===== src/rtl/axil_regfile_slave_if.sv =====
// axil_regfile_slave_if: AXI4-Lite bus bundle with master and slave views
interface axil_regfile_slave_if #(
   parameter int DATA_WIDTH = 32,
   parameter int ADDR_WIDTH = 8
);
   logic awvalid, awready;
   logic [ADDR_WIDTH-1:0] awaddr;
   logic wvalid, wready;
   logic [DATA_WIDTH-1:0] wdata;
   logic [DATA_WIDTH/8-1:0] wstrb;
   logic bvalid, bready;
   logic [1:0] bresp;
   logic arvalid, arready;
   logic [ADDR_WIDTH-1:0] araddr;
   logic rvalid, rready;
   logic [DATA_WIDTH-1:0] rdata;
   logic [1:0] rresp;
   modport master (
      output awvalid, awaddr, wvalid, wdata, wstrb, bready, arvalid, araddr, rready,
      input  awready, wready, bvalid, bresp, arready, rvalid, rdata, rresp
   );
   modport slave (
      input  awvalid, awaddr, wvalid, wdata, wstrb, bready, arvalid, araddr, rready,
      output awready, wready, bvalid, bresp, arready, rvalid, rdata, rresp
   );
endinterface


===== src/rtl/axil_regfile_slave.sv =====
// axil_regfile_slave: AXI4-Lite register file, independent channels; AXIL_WSTRB_EN enables byte-strobe writes
module axil_regfile_slave #(
   parameter int DATA_WIDTH = 32,
   parameter int ADDR_WIDTH = 8,
   parameter int NUM_REGS   = 16
) (
   input logic clk,
   input logic rst,
   axil_regfile_slave_if.slave s
);
   localparam int SW  = DATA_WIDTH / 8;
   localparam int OFF = $clog2(SW);
   localparam int IW  = ADDR_WIDTH - OFF;
   typedef enum logic {WR_IDLE, WR_RESP} wr_state_t;
   typedef enum logic {RD_IDLE, RD_RESP} rd_state_t;
   wr_state_t wr_state;
   rd_state_t rd_state;
   logic [DATA_WIDTH-1:0] regs [NUM_REGS];
   logic [IW-1:0] aw_q, widx, ridx;
   logic [DATA_WIDTH-1:0] w_q, wr_data, rword;
   logic [SW-1:0] strb_q, strb_in, wr_strb;
   logic aw_hs, w_hs, commit, w_ok, r_ok;
`ifdef AXIL_WSTRB_EN
   assign strb_in = s.wstrb;
`else
   assign strb_in = '1;
`endif
   // a low ready while idle means that channel is already held; the arriving beat is bypassed
   always_comb begin
      aw_hs   = s.awvalid && s.awready;
      w_hs    = s.wvalid && s.wready;
      widx    = aw_hs ? s.awaddr[ADDR_WIDTH-1:OFF] : aw_q;
      wr_data = w_hs ? s.wdata : w_q;
      wr_strb = w_hs ? strb_in : strb_q;
      commit  = wr_state == WR_IDLE && (aw_hs || !s.awready) && (w_hs || !s.wready);
      ridx    = s.araddr[ADDR_WIDTH-1:OFF];
      w_ok    = {1'b0, widx} < (IW+1)'(NUM_REGS);
      r_ok    = {1'b0, ridx} < (IW+1)'(NUM_REGS);
      rword   = '0;
      for (int i = 0; i < NUM_REGS; i++)
         if (ridx == IW'(i)) rword = regs[i];
   end
   always_ff @(posedge clk) begin
      if (rst) begin
         wr_state  <= WR_IDLE;
         rd_state  <= RD_IDLE;
         s.awready <= 1'b1;
         s.wready  <= 1'b1;
         s.arready <= 1'b1;
         s.bvalid  <= 1'b0;
         s.rvalid  <= 1'b0;
         s.bresp   <= 2'b00;
         s.rresp   <= 2'b00;
         s.rdata   <= '0;
         aw_q      <= '0;
         w_q       <= '0;
         strb_q    <= '0;
         for (int i = 0; i < NUM_REGS; i++) regs[i] <= '0;
      end else begin
         if (aw_hs) begin
            aw_q      <= s.awaddr[ADDR_WIDTH-1:OFF];
            s.awready <= 1'b0;
         end
         if (w_hs) begin
            w_q      <= s.wdata;
            strb_q   <= strb_in;
            s.wready <= 1'b0;
         end
         if (commit) begin
            wr_state <= WR_RESP;
            s.bvalid <= 1'b1;
            s.bresp  <= w_ok ? 2'b00 : 2'b10;
            for (int i = 0; i < NUM_REGS; i++)
               if (widx == IW'(i))
                  for (int b = 0; b < SW; b++)
                     if (wr_strb[b]) regs[i][8*b +: 8] <= wr_data[8*b +: 8];
         end
         if (wr_state == WR_RESP && s.bready) begin
            wr_state  <= WR_IDLE;
            s.bvalid  <= 1'b0;
            s.awready <= 1'b1;
            s.wready  <= 1'b1;
         end
         if (rd_state == RD_IDLE && s.arvalid) begin
            rd_state  <= RD_RESP;
            s.rvalid  <= 1'b1;
            s.arready <= 1'b0;
            s.rdata   <= r_ok ? rword : '0;
            s.rresp   <= r_ok ? 2'b00 : 2'b10;
         end
         if (rd_state == RD_RESP && s.rready) begin
            rd_state  <= RD_IDLE;
            s.rvalid  <= 1'b0;
            s.arready <= 1'b1;
         end
      end
   end
endmodule

===== src/flat_wrapper.sv =====
// flat-port wrapper written by rule: the top's interface ports become plain ports
module axil_regfile_slave_flat 
#(
   parameter int DATA_WIDTH = 32,
   parameter int ADDR_WIDTH = 8,
   parameter int NUM_REGS   = 16
)
  (clk, rst, s_awvalid, s_awaddr, s_wvalid, s_wdata, s_wstrb, s_bready, s_arvalid, s_araddr, s_rready, s_awready, s_wready, s_bvalid, s_bresp, s_arready, s_rvalid, s_rdata, s_rresp);
  axil_regfile_slave_if #(.DATA_WIDTH(DATA_WIDTH), .ADDR_WIDTH(ADDR_WIDTH)) s_i ();
  input logic clk;
  input logic rst;
  input wire logic [$bits(s_i.awvalid)-1:0] s_awvalid;
  input wire logic [$bits(s_i.awaddr)-1:0] s_awaddr;
  input wire logic [$bits(s_i.wvalid)-1:0] s_wvalid;
  input wire logic [$bits(s_i.wdata)-1:0] s_wdata;
  input wire logic [$bits(s_i.wstrb)-1:0] s_wstrb;
  input wire logic [$bits(s_i.bready)-1:0] s_bready;
  input wire logic [$bits(s_i.arvalid)-1:0] s_arvalid;
  input wire logic [$bits(s_i.araddr)-1:0] s_araddr;
  input wire logic [$bits(s_i.rready)-1:0] s_rready;
  output wire logic [$bits(s_i.awready)-1:0] s_awready;
  output wire logic [$bits(s_i.wready)-1:0] s_wready;
  output wire logic [$bits(s_i.bvalid)-1:0] s_bvalid;
  output wire logic [$bits(s_i.bresp)-1:0] s_bresp;
  output wire logic [$bits(s_i.arready)-1:0] s_arready;
  output wire logic [$bits(s_i.rvalid)-1:0] s_rvalid;
  output wire logic [$bits(s_i.rdata)-1:0] s_rdata;
  output wire logic [$bits(s_i.rresp)-1:0] s_rresp;
  assign s_i.awvalid = s_awvalid;
  assign s_i.awaddr = s_awaddr;
  assign s_i.wvalid = s_wvalid;
  assign s_i.wdata = s_wdata;
  assign s_i.wstrb = s_wstrb;
  assign s_i.bready = s_bready;
  assign s_i.arvalid = s_arvalid;
  assign s_i.araddr = s_araddr;
  assign s_i.rready = s_rready;
  assign s_awready = s_i.awready;
  assign s_wready = s_i.wready;
  assign s_bvalid = s_i.bvalid;
  assign s_bresp = s_i.bresp;
  assign s_arready = s_i.arready;
  assign s_rvalid = s_i.rvalid;
  assign s_rdata = s_i.rdata;
  assign s_rresp = s_i.rresp;
  axil_regfile_slave #(.DATA_WIDTH(DATA_WIDTH), .ADDR_WIDTH(ADDR_WIDTH), .NUM_REGS(NUM_REGS)) u_core (.clk(clk), .rst(rst), .s(s_i));
endmodule

===== config.mk =====
export PLATFORM = sky130hd
export DESIGN_NAME = axil_regfile_slave_flat
export DESIGN_NICKNAME = d
export VERILOG_FILES = /design/src/rtl/axil_regfile_slave_if.sv /design/src/rtl/axil_regfile_slave.sv /design/src/flat_wrapper.sv
export SDC_FILE = /design/constraint.sdc
export NUM_CORES = 1
export LEC_CHECK = 0
export CAP_MARGIN = 20
export CORE_MARGIN = 2
export CORE_UTILIZATION = 61
export CTS_CLUSTER_DIAMETER = 40
export CTS_CLUSTER_SIZE = 40
export DETAILED_ROUTE_END_ITERATION = 16
export PLACE_DENSITY_LB_ADDON = 0.15
export SLEW_MARGIN = 20
export SYNTH_ARGS = -nofsm -noshare
export SYNTH_HDL_FRONTEND = slang
export SYNTH_SLANG_ARGS = --single-unit

===== constraint.sdc =====
create_clock -name clk -period 3.7 [get_ports clk]
set_input_delay 1.11 -clock clk [delete_from_list [all_inputs] [get_ports clk]]
set_output_delay 1.11 -clock clk [all_outputs]
set_load 0.01 [all_outputs]

==> out/results.tsv <==
stage	metric	value	unit
routing	postRouteAntennaNets	0	
timing	setup_ws	0.188	ns
clock_network	cts_resized	0	
routing	viasPerCell	6.45	
clock_network	cts_buffers	73	
final_layout	multiInputGateArea	0.00679	sq mm
routing	wl	70.4	mm
pwr	powerDensity	537	mW/mm^2
timing	clock_skew	0.0300	ns
synth	synth_most_common_cell	edfxtp_1	
routing	drt_iter0_drc	2750	
pwr	power_frac_seq	48.2	%
clock_network	path_clk_slew	0.05	ns
synth	yosys_warnings	0	
routing	via_count	18200	
synth	synthTopCellsByCount	edfxtp_1, nor2_1, nand2_1	
timing	min_period	3.51	ns
synth	synth_cell_types	65	
grt	grt_pass1_wl	105	mm
final_layout	stdcell_count	2823	
clock_network	cts_setup_buffers	0	
final_layout	drive_above_1_share	16.7	%
pwr	max-vdd-ir-drop	0.372	mV
clock_network	root_buffer	clkbuf_16	
synth	ys_seq_area_share	69.1	%
pwr	power_leakage	11.2	nW
critical_path	cp-start-kind	primary input	
synth	synth_edf_count	512	
pwr	swShare	23.1	%
clock_network	htreeDepth	3	
pwr	switchingPower	3.69	mW
routing	routedWlPerCell	24.9	microns
timing	finalCritPeriodShare	94.9	%
placement	placed_cells	2688	
final_layout	area_delta_synth_final	21.1	%
synth	synth_largest_area_cell	edfxtp_1	
worst_hold_path	worstHoldPathType	reg -> reg	
pwr	p_comb_share	5.8	%
clock_network	clock_sinks	593	
synth	synth_area	0.0246	sq mm
critical_path	worstSetupPathType	in -> reg	
timing	worst_slew_pin_slew	0.862	ns
final_layout	antenna_cells	0	
placement	place_area	0.0273	sq mm
run_status	status	finished, final reports clean	
synth	synthCells	2013	
grt	antenna_found_initial	1	
placement	place_ws	-0.208	ns
timing	fmax	0.285	GHz
synth	avgSynthCellArea	12.2	sq um
die	rows	73	
die	dieArea	0.0420	sq mm
die	initial_core_util	61.9	%
flow_run	maxCapViolCount	0	
final_layout	fin_area	0.0298	sq mm
synth	synthFlopType	edfxtp_1	
critical_path	required	4.15	ns
routing	drcViolationCount	0	
critical_path	cp-end-kind	register	
critical_path	arrival	3.97	ns
grt	first_global_vias	17300	
pwr	power.share.clock	46.0	%
timing	slew_viol_final	0	
clock_network	clockBufferDepth	3	
placement	hpwlAfterDp	49.0	mm
synth	synthArstFlopShare	0	%
grt	grt_max_degree	50	
routing	drtPass1Iterations	9	
timing	final_hold_viol_count	0	
clock_network	clk_latency	0.60	ns
clock_network	ctsHoldBuffers	0	
pwr	p_int	12.3	mW
final_layout	nets	2297	
synth	synth_top_area_share	62.5	%
synth	synthTopCellsByArea	edfxtp_1, dfxtp_1, nor2_1	
die	io_pins	100	
timing	relSlewSlack	42.0	%
timing	rsz0062_at_grt	false	
clock_network	cts_tree	built	
final_layout	fillerInstances	2522	
die	die_y	205	microns
placement	gp_congestion	0.926	
final_layout	final-seq-area	0.0170	sq mm
critical_path	crit_fanout	9	
grt	groute.usage.overall	33.7	%
grt	grt_overflow_total	0	
die	coreArea	0.0397	sq mm
timing	setup_violations	0	
die	die_w	205	microns
placement	io_buffers	89	
synth	synth_seq_cells	593	
[routing by layer]
| layer | part of all wire (%) | global-route usage [%] |
|---|---|---|
| met3 | 14 | 9.26 |
| met2 | 44 | 49.1 |
| met5 | 0 | 0 |
| met1 | 39 | 50.2 |
| met4 | 2.2 | 9.42 |
[logic make-up after synthesis]
group	share of synthesized area, %
DFF	69.1
and+or+nand+nor	13.3
other	0.0152
muxes	1.56
buffers and inverters	3.45
AOI/OAI and AO/OA	12.6
[sequential cells by signal, indices dropped and copies added (netlist names)]
signal            count
u_core.regs         512
u_core.s.awready      1
u_core.s.arready      1
u_core.s.wready       1
u_core.s.bresp        1
u_core.w_q           32
u_core.s.bvalid       1
u_core.s.rdata       32
u_core.s.rresp        1
u_core.strb_q         4
u_core.s.rvalid       1
u_core.aw_q           6
[area by class of cell]
| type | instances | share of cell area (%) |
|---|---|---|
| Clock buffer | 93 | 6.84 |
| Clock inverter | 42 | 1.66 |
| Inverter | 69 | 0.869 |
| Multi-Input combinational cell | 1218 | 22.8 |
| Sequential cell | 593 | 57.0 |
| Tap cell | 525 | 2.20 |
| Timing Repair Buffer | 283 | 8.58 |
[power groups by stage]
stage | clock [mW] | combinational, mW | sequential, mW
after floorplan | 0 | 0.483 | 7.80
after global placement | 0 | 0.876 | 7.82
after detailed placement | 0 | 0.900 | 7.83
after CTS | 7.37 | 0.910 | 7.70
after global routing | 7.61 | 0.986 | 7.72
final | 7.35 | 0.932 | 7.70
[layout by cell type (no fill, tap or decap), types with 6 or more instances in the layout]
cell	instances
a221o_1	16
a211o_1	8
buf_4	178
bufinv_16	6
o221ai_1	7
inv_6	9
clkinv_4	6
o21ai_0	75
a31oi_1	18
a222oi_1	24
o21bai_1	9
mux2i_1	36
clkinvlp_4	6
clkbuf_1	11
clkbuf_16	77
buf_12	17
o211ai_1	11
nor2_1	396
nand4_1	9
nor2b_1	10
o22ai_1	9
nand2_1	146
nor2_2	8
a22oi_1	112
a21oi_1	77
or2_2	35
a221oi_1	22
nor2_4	7
nor3_1	9
nand3_1	40
inv_1	69
dfxtp_1	81
nand2b_1	48
a21o_1	16
clkdlybuf4s50_1	88
edfxtp_1	512
[stage by stage]
stage / util, % / setup TNS, ns / hold WS (ns) / power, mW
2_1_floorplan: - / 0 / 0.436 / 8.28
3_3_place_gp: 68.6 / -2.94 / 0.447 / 8.70
3_5_place_dp: 68.6 / -15.58 / 0.460 / 8.73
4_1_cts: 75.0 / 0 / 0.467 / 16.0
5_1_grt: 75.0 / 0 / 0.479 / 16.3
6_report: 75.0 / 0 / 0.475 / 16.0
[worst max-delay path, stage by stage]
cell	delay [ns]
clkdlybuf4s50_1	0.67
or4b_1	0.41
nor2_4	0.13
buf_12	0.17
a22oi_1	0.19
buf_4	0.17
nand2_1	0.06
a2111oi_0	0.69
buf_4	0.25
o22ai_1	0.10
[worst paths after layout]
| check | start | end | slack [ns] | cells past startpoint |
|---|---|---|---|---|
| worst max-delay path | s_araddr[6] | u_core.s.rdata[16] | 0.19 | 10 |
| worst min-delay path | u_core.aw_q[5] | u_core.aw_q[5] | 0.48 | 2 |
| worst max register to register | u_core.s.awready | u_core.regs[1][158] | 0.90 | 6 |
| worst min register to register | u_core.aw_q[5] | u_core.aw_q[5] | 0.48 | 2 |
(Power assumes the default switching activity.)
